File: config.mk
export PLATFORM = sky130hd
export DESIGN_NAME = frame_minmax
export DESIGN_NICKNAME = d
export VERILOG_FILES = /design/src/rtl/frame_minmax.sv
export SDC_FILE = /design/constraint.sdc
export NUM_CORES = 1
export LEC_CHECK = 0
export CAP_MARGIN = 15
export CORE_MARGIN = 2
export CORE_UTILIZATION = 47
export DETAILED_ROUTE_END_ITERATION = 8
export PLACE_DENSITY = 0.82
export SYNTH_ARGS = -nofsm -noshare
export SYNTH_HDL_FRONTEND = slang
export SYNTH_SLANG_ARGS = --single-unit
File: constraint.sdc
create_clock -name clk -period 5.57 [get_ports clk]
set_input_delay 1.114 -clock clk [delete_from_list [all_inputs] [get_ports clk]]
set_output_delay 1.114 -clock clk [all_outputs]
set_load 0.01 [all_outputs]
File: src/rtl/frame_minmax.sv
// ============================================================================
// frame_minmax : per-frame unsigned min/max of FRAME_LEN samples, held until
//                consumed. Define FRAME_MINMAX_IDX_EN to add min/max positions.
// Revision     : 1.0
// ============================================================================
`default_nettype none

module frame_minmax #(
  parameter int WIDTH     = 16,
  parameter int FRAME_LEN = 4
) (
  input  logic                         clk,
  input  logic                         rst_n,
  input  logic                         clr,
  input  logic                         in_valid,
  output logic                         in_ready,
  input  logic [WIDTH-1:0]             in_data,
  output logic                         out_valid,
  input  logic                         out_ready,
  output logic [WIDTH-1:0]             out_min,
  output logic [WIDTH-1:0]             out_max
`ifdef FRAME_MINMAX_IDX_EN
  ,
  output logic [$clog2(FRAME_LEN)-1:0] out_min_idx,
  output logic [$clog2(FRAME_LEN)-1:0] out_max_idx
`endif
);

  localparam int CW = $clog2(FRAME_LEN);
  localparam logic [CW-1:0] LAST_IDX = CW'(FRAME_LEN - 1);

  typedef enum logic [0:0] {
    COLLECT = 1'b0,
    HOLD    = 1'b1
  } state_t;

  state_t           state_q;
  logic [CW-1:0]    cnt_q;
  logic [WIDTH-1:0] min_q;
  logic [WIDTH-1:0] max_q;
  logic             in_ready_q;
  logic             out_valid_q;

  logic accept_d;
  logic first_d;
  logic take_min_d;
  logic take_max_d;

  assign accept_d   = (state_q == COLLECT) && in_valid;
  assign first_d    = (cnt_q == '0);
  // Strict compares so that ties keep the earliest occurrence.
  assign take_min_d = accept_d && (first_d || (in_data < min_q));
  assign take_max_d = accept_d && (first_d || (in_data > max_q));

`ifdef FRAME_MINMAX_IDX_EN
  logic [CW-1:0] min_idx_q;
  logic [CW-1:0] max_idx_q;

  always_ff @(posedge clk or negedge rst_n) begin
    if (!rst_n) begin
      min_idx_q <= '0;
      max_idx_q <= '0;
    end else if (!clr) begin
      if (take_min_d) min_idx_q <= cnt_q;
      if (take_max_d) max_idx_q <= cnt_q;
    end
  end

  assign out_min_idx = min_idx_q;
  assign out_max_idx = max_idx_q;
`endif

  always_ff @(posedge clk or negedge rst_n) begin
    if (!rst_n) begin
      state_q     <= COLLECT;
      cnt_q       <= '0;
      min_q       <= '0;
      max_q       <= '0;
      in_ready_q  <= 1'b1;
      out_valid_q <= 1'b0;
    end else if (clr) begin
      state_q     <= COLLECT;
      cnt_q       <= '0;
      in_ready_q  <= 1'b1;
      out_valid_q <= 1'b0;
    end else begin
      if (take_min_d) min_q <= in_data;
      if (take_max_d) max_q <= in_data;
      case (state_q)
        COLLECT: begin
          if (accept_d) begin
            if (cnt_q == LAST_IDX) begin
              cnt_q       <= '0;
              state_q     <= HOLD;
              in_ready_q  <= 1'b0;
              out_valid_q <= 1'b1;
            end else begin
              cnt_q <= cnt_q + 1'b1;
            end
          end
        end
        HOLD: begin
          if (out_ready) begin
            state_q     <= COLLECT;
            in_ready_q  <= 1'b1;
            out_valid_q <= 1'b0;
          end
        end
        default: begin
          state_q     <= COLLECT;
          in_ready_q  <= 1'b1;
          out_valid_q <= 1'b0;
        end
      endcase
    end
  end

  assign in_ready  = in_ready_q;
  assign out_valid = out_valid_q;
  assign out_min   = min_q;
  assign out_max   = max_q;

endmodule

`default_nettype wire
==> summary.md, run 1 <==
| Metric | Value |
|---|---|
| Arrival time worst endpoint | `roughly 4200 ps` |
| Initial DRC count | `roughly 240` |
| Post-CTS Setup Repair Bufs | `0` |
| FMAX | `~0.25 GHz` |
| Fill cell count | `416` |
| First-pass GRT wire length | `10540 µm` |
| Critical Path RT | `between 5000 and 6000 ps` |
| PortBufs | `54` |
| Synth Warn # | `0` |
| Grt met3 use | `under 10%` |
| Total wire length | `6094 µm` |
| Gr busiest metal | `met2` |
| Mapped Area | `0.002537 mm²` |
| Tot Pwr | `1.337 mW` |
| Slew Limit Headroom | `about a quarter` |
| Met2 Usage GRT | `a little over a third` |
| Distinct cells, synth | `35` |
| Worst Skew | `4.996 ps` |
| H-tree levels | `2` |
| Starting density of the core | `49.06%` |
| Seq cells post-synth | `37` |
| Worst hold path class | `reg -> reg` |
| Die Span Y | `roughly 77 µm` |
| Placed Cells | `380` |
| Int Pwr | `0.8423 mW` |
| Min cycle time layout | `about 4000 ps` |
| Synthesized area per cell | `approximately 9.6 µm²` |
| Final Setup Violations | `0` |
| Status | `finished, final reports clean` |
| Net switching power | `approximately 0.49 mW` |
| Placed cell area | `0.003128 mm²` |
| Sequential cell fraction of total power | `between 30 and 40%` |
| Finished Cell Area | `approximately 0.0032 mm²` |
| DR vias/cell | `between 5 and 6` |
| Post-DP HPWL | `~4300 µm` |
| Clock share of power | `about 18%` |
| Slew Limit Fails | `0` |
| Routed Antenna Nets | `0` |
| Vias | `~2200` |
| Final worst slack | `between 1500 and 2000 ps` |
| Clock tree root buffer cell | `clkbuf_8` |
| Synth Instances | `approximately 260` |
| Net Sw Frac | `between 30% and 40%` |
| Worst skew pair latency | `approximately 290 ps` |
| Max Cap Viol | `0` |
| M1 GR Usage | `between 20 and 30%` |
| Global Route Usage Sum | `21.89%` |
| Site Rows | `26` |
| Worst Path Max Fanout | `16` |
| Setup TNS Final | `0 ps` |
| ANT cells | `0` |
| Most frequent cells in the layout | `clkdlybuf4s50_1 (53), dfrtp_1 (36), inv_1 (34)` |
| CP Class | `in -> reg` |
| Vias in the first global route | `between 2000 and 2500` |
| Combinational Power Share | `49.6%` |
| PD cells | `412.0 mW/mm²` |
| Syn nets | `between 300 and 400` |
| Hold-fix buffers, CTS | `0` |
| VDD IR max | `between 0.2 and 0.25 mV` |
| Die footprint | `about 0.006 mm²` |
| Register area share after synthesis | `36.54%` |
| Gr ovfl total | `0` |
| Layout area overhead | `27.86%` |
| RSZ-0062 raised after global routing | `false` |
| Clock sink count | `37` |
| Post-cts repair resize count | `0` |
| Worst setup SP type | `input port` |
| Pre-antenna DRT Iters | `4` |
| Fin crit share | `a little under three quarters` |
| Worst-path clk slew | `roughly 70 ps` |
| Finished Layout Cells | `a little under 400` |
| Ports | `55` |
| TritonCTS clock tree | `built` |
| Final Net Count | `approximately 370` |
| CTS Buf Count | `5` |
| Clk buf depth | `2` |
| CP endpoint kind | `flip-flop` |
| DP Worst Slack | `1268 ps` |
| Initial antenna violation count | `0` |
| P_leak | `about 1.4 nW` |
| Die Wd | `between 70 and 80 µm` |
| Final hold violations | `0` |
| Worst Tran Pin Value | `roughly 1100 ps` |
| R2R setup slack | `2520 ps` |
| Pin count of the biggest net entering global routing | `38` |
| Core area | `a little over 0.005 mm²` |
| Layout cells sized above 1 | `between 10% and 20%` |
| Gpl congestion | `around 0.81` |
| DRC Markers | `0` |
| Routed length per placed instance | `roughly 16 µm` |
| Most common cell after layout, fill and taps aside | `clkdlybuf4s50_1` |
==> Yosys cell counts <==
library cell	number	area [µm²]
a211oi_1	1	7.510
a21boi_0	1	7.510
a21o_1	1	7.510
a21o_4	1	15.01
a21oi_1	16	80.08
a32oi_1	16	140.1
a32oi_2	1	16.27
and3_1	1	6.260
buf_1	1	3.750
buf_2	2	10.01
buf_6	2	22.52
clkbuf_1	5	18.77
dfrtp_1	36	900.9
dfstp_2	1	26.28
ha_1	33	412.9
inv_1	34	127.6
mux2_2	16	180.2
nand2_1	29	108.9
nand2b_1	3	18.77
nand4_1	4	25.02
nand4_2	1	12.51
nor2_1	3	11.26
nor2b_1	3	18.77
nor3_1	6	30.03
nor4_1	15	93.84
nor4b_1	2	17.52
o211ai_1	2	15.01
o21ai_0	10	50.05
o21ai_1	2	10.01
o21ai_2	10	87.58
o31a_1	1	8.760
o31ai_1	1	7.510
o31ai_4	1	21.27
or3_1	1	6.260
or4_4	1	11.26
==> kinds of logic after synthesis <==
group	share of synthesized area (%)
buffers and inverters	7.199
flip-flops	36.54
adder cells (fa/ha/maj)	16.27
AND/OR/NAND/NOR	14.20
AO/OA/AOI/OAI	18.69
multiplexers	7.100
==> power groups by stage <==
stage                     clock network [mW]  registers [mW]  logic (mW)
final                                  0.243           0.431       0.663
after global routing                   0.257           0.445       0.733
after CTS                              0.248           0.430       0.664
after detailed placement                   0           0.435       0.655
after global placement                     0           0.433       0.638
after floorplan                            0           0.462       0.338
==> registers in the layout, indices dropped and copies added, names as in the netlist <==
register and cells:
state_q 1, cnt_q 2, in_ready 1, out_min 16, out_valid 1, out_max 16
==> layer usage <==
layer | share of wire [%] | vias up
met5 | 0 | -
met4 | 2.0 | 0
met3 | 6.5 | 13
met2 | 47 | 92
met1 | 44 | 1054
li1 | - | 1076
==> per-stage QoR <==
stage	utilization, %	hold slack (ps)
2_1_floorplan	-	516.5
5_1_grt	62.72	554.2
6_report	62.72	528.7
4_1_cts	62.72	533.0
3_3_place_gp	60.47	510.5
3_5_place_dp	60.47	518.1
==> path summary, 6_finish.rpt <==
kind,start,end,depth (start not counted)
hold reg to reg,out_valid,out_valid,2
setup / recovery,in_data[15],out_min[13],7
hold / removal,out_valid,out_valid,2
setup reg to reg,out_min[13],out_min[13],7
max in group asynchronous,rst_n,out_max[8],1
min in group asynchronous,rst_n,out_min[2],1
==> worst max-delay path, cell delays in order <==
cell and delay [ps]:
clkdlybuf4s50_1 490, ha_1 330, nand4_1 190, nor3_1 460
o211ai_1 220, a32oi_2 950, mux2_2 420
==> area by class of cell <==
| type | count | area, µm² | area share, % |
|---|---|---|---|
| clock buffer | 7 | 86.33 | 2.661 |
| sequential | 37 | 927.1 | 28.58 |
| multi-input combinational | 182 | 1428 | 44.00 |
| timing repair buffer | 57 | 558.0 | 17.20 |
| inverter | 34 | 127.6 | 3.934 |
| clock inverter | 1 | 30.03 | 0.9256 |
| tap | 70 | 87.58 | 2.700 |
No activity file was read; power rests on OpenSTA's default activity.
==> inputs of run 2 (changes only) <==
==> constraint.sdc (replaced) <==
create_clock -name clk -period 4.2 [get_ports clk]
set_input_delay 0.84 -clock clk [delete_from_list [all_inputs] [get_ports clk]]
set_output_delay 0.84 -clock clk [all_outputs]
set_load 0.01 [all_outputs]
==> summary.md, run 2 (synthesis gave the netlist of run 1 again) <==
| Metric | Value |
|---|---|
| Pin count of the biggest net entering global routing | `38` |
| Critical Path RT | `about 4400 ps` |
| P_leak | `around 1.4 nW` |
| Ports | `55` |
| Clock tree root buffer cell | `clkbuf_8` |
| Slew Limit Headroom | `between 40% and 50%` |
| Worst Skew | `between 5 and 6 ps` |
| Total wire length | `6183 µm` |
| PD cells | `527.3 mW/mm²` |
| Worst r2r path cells | `8` |
| Setup TNS Final | `0 ps` |
| Reg-to-reg startpoint | `out_min[15]` |
| Routed length per placed instance | `roughly 16 µm` |
| Most common cell after layout, fill and taps aside | `clkdlybuf4s50_1` |
| Site Rows | `26` |
| H-tree levels | `2` |
| Max Cap Viol | `0` |
| CP Class | `in -> reg` |
| Crit path buffers/inverters | `2` |
| Post-DP HPWL | `4408 µm` |
| Worst Path Max Fanout | `14` |
| DP Worst Slack | `around 540 ps` |
| CTS Buf Count | `5` |
| Core area | `about 0.0052 mm²` |
| Pre-antenna DRT Iters | `4` |
| Routed Antenna Nets | `0` |
| Gpl congestion | `roughly 0.90` |
| Starting density of the core | `around half` |
| Final Net Count | `373` |
| Worst hold path cell count | `2` |
| DR vias/cell | `roughly 5.7` |
| Most frequent cells in the layout | `clkdlybuf4s50_1 (53), dfrtp_1 (36), inv_1 (34)` |
| Worst skew pair latency | `approximately 300 ps` |
| Final Setup Violations | `0` |
| Status | `finished, final reports clean` |
| FMAX | `between 0.2 and 0.3 GHz` |
| RSZ-0062 raised after global routing | `false` |
| Worst hold path class | `reg -> reg` |
| Global Route Usage Sum | `between 20% and 30%` |
| Placed Cells | `between 300 and 400` |
| Delay-heaviest family, CP | `buffers and inverters` |
| Layout cells sized above 1 | `between 10% and 20%` |
| Vias | `roughly 2200` |
| Fin crit share | `around four fifths` |
| FF-to-FF End | `out_min[1]` |
| Post-CTS Setup Repair Bufs | `0` |
| R2R setup slack | `roughly 1500 ps` |
| ANT cells | `0` |
| Slew Limit Fails | `0` |
| Arrival time worst endpoint | `3550 ps` |
| Hold-fix buffers, CTS | `0` |
| Final worst slack | `around 840 ps` |
| DRC Markers | `0` |
| First-pass GRT wire length | `10410 µm` |
| Vias in the first global route | `~2200` |
| Hold Path End | `out_max[11]` |
| Die Span Y | `between 70 and 80 µm` |
| Initial DRC count | `193` |
| CP endpoint kind | `flip-flop` |
| Worst-path clk slew | `roughly 70 ps` |
| VDD IR max | `0.2678 mV` |
| Layout area overhead | `27.02%` |
| Finished Layout Cells | `390` |
| Final hold violations | `0` |
| Hold_ws | `529.9 ps` |
| TritonCTS clock tree | `built` |
| Worst Tran Pin Value | `roughly 840 ps` |
| Hold wc startpoint | `out_max[11]` |
| Die footprint | `approximately 0.006 mm²` |
| Post-cts repair resize count | `0` |
| Clk buf depth | `2` |
| Clock sink count | `37` |
| Initial antenna violation count | `0` |
| Gr ovfl total | `0` |
| Crit-path max cell delay | `approximately 480 ps` |
| Die Wd | `~77 µm` |
| Min cycle time layout | `between 3000 and 4000 ps` |
| Worst setup SP type | `input port` |
| Slowest cell on the critical path | `clkdlybuf4s50_1` |
| PortBufs | `54` |
| Worst-path cell chain | `clkdlybuf4s50_1 -> ha_1 -> nand4_1 -> nor3_1 -> o211ai_1 -> a32oi_2 -> buf_4 -> mux2_2` |
==> run 2: changes by cell type in the layout (fill, tap and decap cells not counted), sizes merged <==
| cell | previous run | this run |
|---|---|---|
| bufinv | 1 | 0 |
| buf | 4 | 6 |
| clkbuf | 7 | 8 |
==> run 2: worst reg2reg max path, delay by kind of cell, from the launching register on <==
| family | cells | cell delay, ps |
|---|---|---|
| flops | 1 | 370 |
| mux | 1 | 370 |
| fa+ha+maj | 1 | 290 |
| compound gates | 2 | 580 |
| buf+inv | 2 | 370 |
| simple gates | 2 | 620 |
==> run 2: power by group <==
part	leakage (nW)	switching (mW)	internal [mW]	total [mW]
combinational	0.913	0.428	0.451	0.879
sequential	0.442	0.0984	0.473	0.572
clock	0.0395	0.130	0.118	0.248
==> run 2: final cells by class <==
cell class / instances / area, µm²
timing repair buffer: 59 / 573.1
fill: 449 / 1949
sequential: 37 / 927.1
tap: 70 / 87.58
clock buffer: 8 / 80.08
inverter: 34 / 127.6
multi-input combinational: 182 / 1428
==> run 2: per-stage QoR <==
step	power, mW	util (%)	instance area, µm²
3_3_place_gp	1.424	60.76	3143
4_1_cts	1.703	62.31	3223
6_report	1.700	62.31	3223
5_1_grt	1.841	62.31	3223
2_1_floorplan	1.061	-	2537
3_5_place_dp	1.446	60.76	3143
==> run 2: per-layer routing <==
| metal | routed length (µm) | GRT usage, % | part of all wire, % |
|---|---|---|---|
| met1 | 2717 | 29.24 | 44 |
| met2 | 3009 | 35.74 | 49 |
| met3 | 344 | 4.302 | 5.6 |
| met4 | 112 | 8.214 | 1.8 |
| met5 | 0 | 0 | 0 |
==> run 2: worst max path at each step <==
stage | startpoint | to | slack [ps] | depth (start not counted)
global placement | in_data[15] | out_min[13] | 590 | 8
CTS | in_data[14] | out_min[1] | 860 | 8
finish | in_data[13] | out_min[1] | 840 | 8
floorplan | in_data[15] | out_min[10] | 1490 | 7
global route | in_data[14] | out_min[12] | 720 | 8
detailed placement | in_data[14] | out_min[1] | 540 | 8
==> inputs of run 3 (changes only) <==
==> constraint.sdc (replaced) <==
create_clock -name clk -period 3.2 [get_ports clk]
set_input_delay 0.64 -clock clk [delete_from_list [all_inputs] [get_ports clk]]
set_output_delay 0.64 -clock clk [all_outputs]
set_load 0.01 [all_outputs]
==> summary.md, run 3 (synthesis gave the netlist of run 1 again) <==
| Metric | Value |
|---|---|
| Status | `finished, final reports clean` |
| Initial DRC count | `~230` |
| Combinational Power Share | `between 50% and 60%` |
| CP Class | `in -> reg` |
| Clock tree root buffer cell | `clkbuf_8` |
| First-pass GRT wire length | `between 10000 and 15000 µm` |
| Clock share of power | `between 10% and 20%` |
| Fin crit share | `approximately nine tenths` |
| Total wire length | `roughly 6300 µm` |
| Slew Limit Headroom | `roughly 44%` |
| Max Cap Viol | `0` |
| Post-cts repair resize count | `0` |
| TritonCTS clock tree | `built` |
| Pre-antenna DRT Iters | `4` |
| Final worst slack | `between 300 and 400 ps` |
| Die Span Y | `approximately 77 µm` |
| Gpl congestion | `0.8364` |
| Post-CTS Setup Repair Bufs | `0` |
| Final Net Count | `~380` |
| Starting density of the core | `between 40% and 50%` |
| Layout cells sized above 1 | `16.16%` |
| P_leak | `roughly 1.4 nW` |
| DR vias/cell | `~5.6` |
| CTS Buf Count | `5` |
| Arrival time worst endpoint | `3060 ps` |
| Worst hold path class | `in -> async` |
| Routed Antenna Nets | `0` |
| Gr ovfl total | `0` |
| ANT cells | `0` |
| Worst Tran Pin Value | `844.9 ps` |
| FMAX | `between 0.3 and 0.4 GHz` |
| VDD IR max | `around 0.28 mV` |
| Worst skew pair latency | `~290 ps` |
| Critical Path RT | `around 3400 ps` |
| Most common cell after layout, fill and taps aside | `clkdlybuf4s50_1` |
| Worst r2r path cells | `8` |
| Vias in the first global route | `2300` |
| Clock sink count | `37` |
| Min cycle time layout | `2900 ps` |
| CP endpoint kind | `flip-flop` |
| Net Sw Frac | `between 30% and 40%` |
| Hold-fix buffers, CTS | `0` |
| Die Wd | `~77 µm` |
| Die footprint | `0.006002 mm²` |
| Site Rows | `26` |
| PD cells | `683.9 mW/mm²` |
| Int Pwr | `approximately 1.4 mW` |
| PortBufs | `54` |
| DRC Markers | `0` |
| Worst-path clk slew | `approximately 70 ps` |
| Clk buf depth | `2` |
| Vias | `2244` |
| Setup TNS Final | `0 ps` |
| Ports | `55` |
| Final hold violations | `0` |
| Most frequent cells in the layout | `clkdlybuf4s50_1 (53), dfrtp_1 (36), inv_1 (34)` |
| Routed length per placed instance | `about 16 µm` |
| Layout area overhead | `29.49%` |
| Post-DP HPWL | `about 4600 µm` |
| Pin count of the biggest net entering global routing | `38` |
| H-tree levels | `2` |
| Sequential cell fraction of total power | `approximately 33%` |
| Initial antenna violation count | `0` |
| Worst Skew | `between 4 and 5 ps` |
| DP Worst Slack | `around 60 ps` |
| Worst Path Max Fanout | `16` |
| Slew Limit Fails | `0` |
| Global Route Usage Sum | `between 20% and 30%` |
| Final Setup Violations | `0` |
| Net switching power | `approximately 0.87 mW` |
| Worst setup SP type | `input port` |
| Core area | `between 0.005 and 0.006 mm²` |
| RSZ-0062 raised after global routing | `false` |
## run 3: changes by cell type in the layout (fill, tap and decap cells not counted)
cell / previous run / this run
buf_4: 5 / 13
clkbuf_1: 3 / 1
clkinv_2: 0 / 2
## run 3: area by class of cell
| cell class | count | area (µm²) |
|---|---|---|
| multi-input cells | 182 | 1428 |
| clock buffers | 6 | 72.57 |
| flip-flops and latches | 37 | 927.1 |
| clock inverters | 2 | 10.01 |
| inverters | 34 | 127.6 |
| fillers | 421 | 1887 |
| repair buffers | 67 | 633.1 |
| well taps | 70 | 87.58 |
## run 3: worst paths after layout
path                        startpoint          to  slack (ps)
setup / recovery           in_data[14]  out_max[1]         300
hold / removal                   rst_n  out_min[2]         440
setup reg to reg           out_max[13]  out_max[1]         720
hold reg to reg             out_max[5]  out_max[5]         520
max in group asynchronous        rst_n  out_max[9]        2220
min in group clk            out_max[5]  out_max[5]         520
## run 3: per-stage QoR
step	utilization, %	area (µm²)	hold slack [ps]	power [mW]	std cells
final	63.52	3286	443.9	2.247	398
after global routing	63.52	3286	507.8	2.423	398
after CTS	63.52	3286	470.9	2.254	398
after detailed placement	61.93	3203	507.8	1.920	390
after global placement	61.93	3203	508.0	1.875	390
after floorplan	-	2537	344.4	1.393	263
## run 3: layer usage
metal,part of all wire (%),track usage (%),vias up
li1,-,-,1087
met1,42,28.31,1039
met3,7.5,5.116,18
met2,48,37.39,100
met4,2.0,6.786,0
met5,0,0,-
## run 3: critical path: stages
cell and delay (ps):
clkdlybuf4s50_1 500, ha_1 370, nand4_2 170, or4_4 610, a21o_4 200, buf_4 190, a32oi_1 230, o21ai_0 140
## run 3: power by group through the flow
stage               Clock, mW  Sequential (mW)  Combinational [mW]
floorplan                   0            0.805               0.588
global placement            0            0.750                1.12
global route            0.343            0.775                1.30
finish                  0.323            0.748                1.18
CTS                     0.327            0.749                1.18
detailed placement          0            0.756                1.16
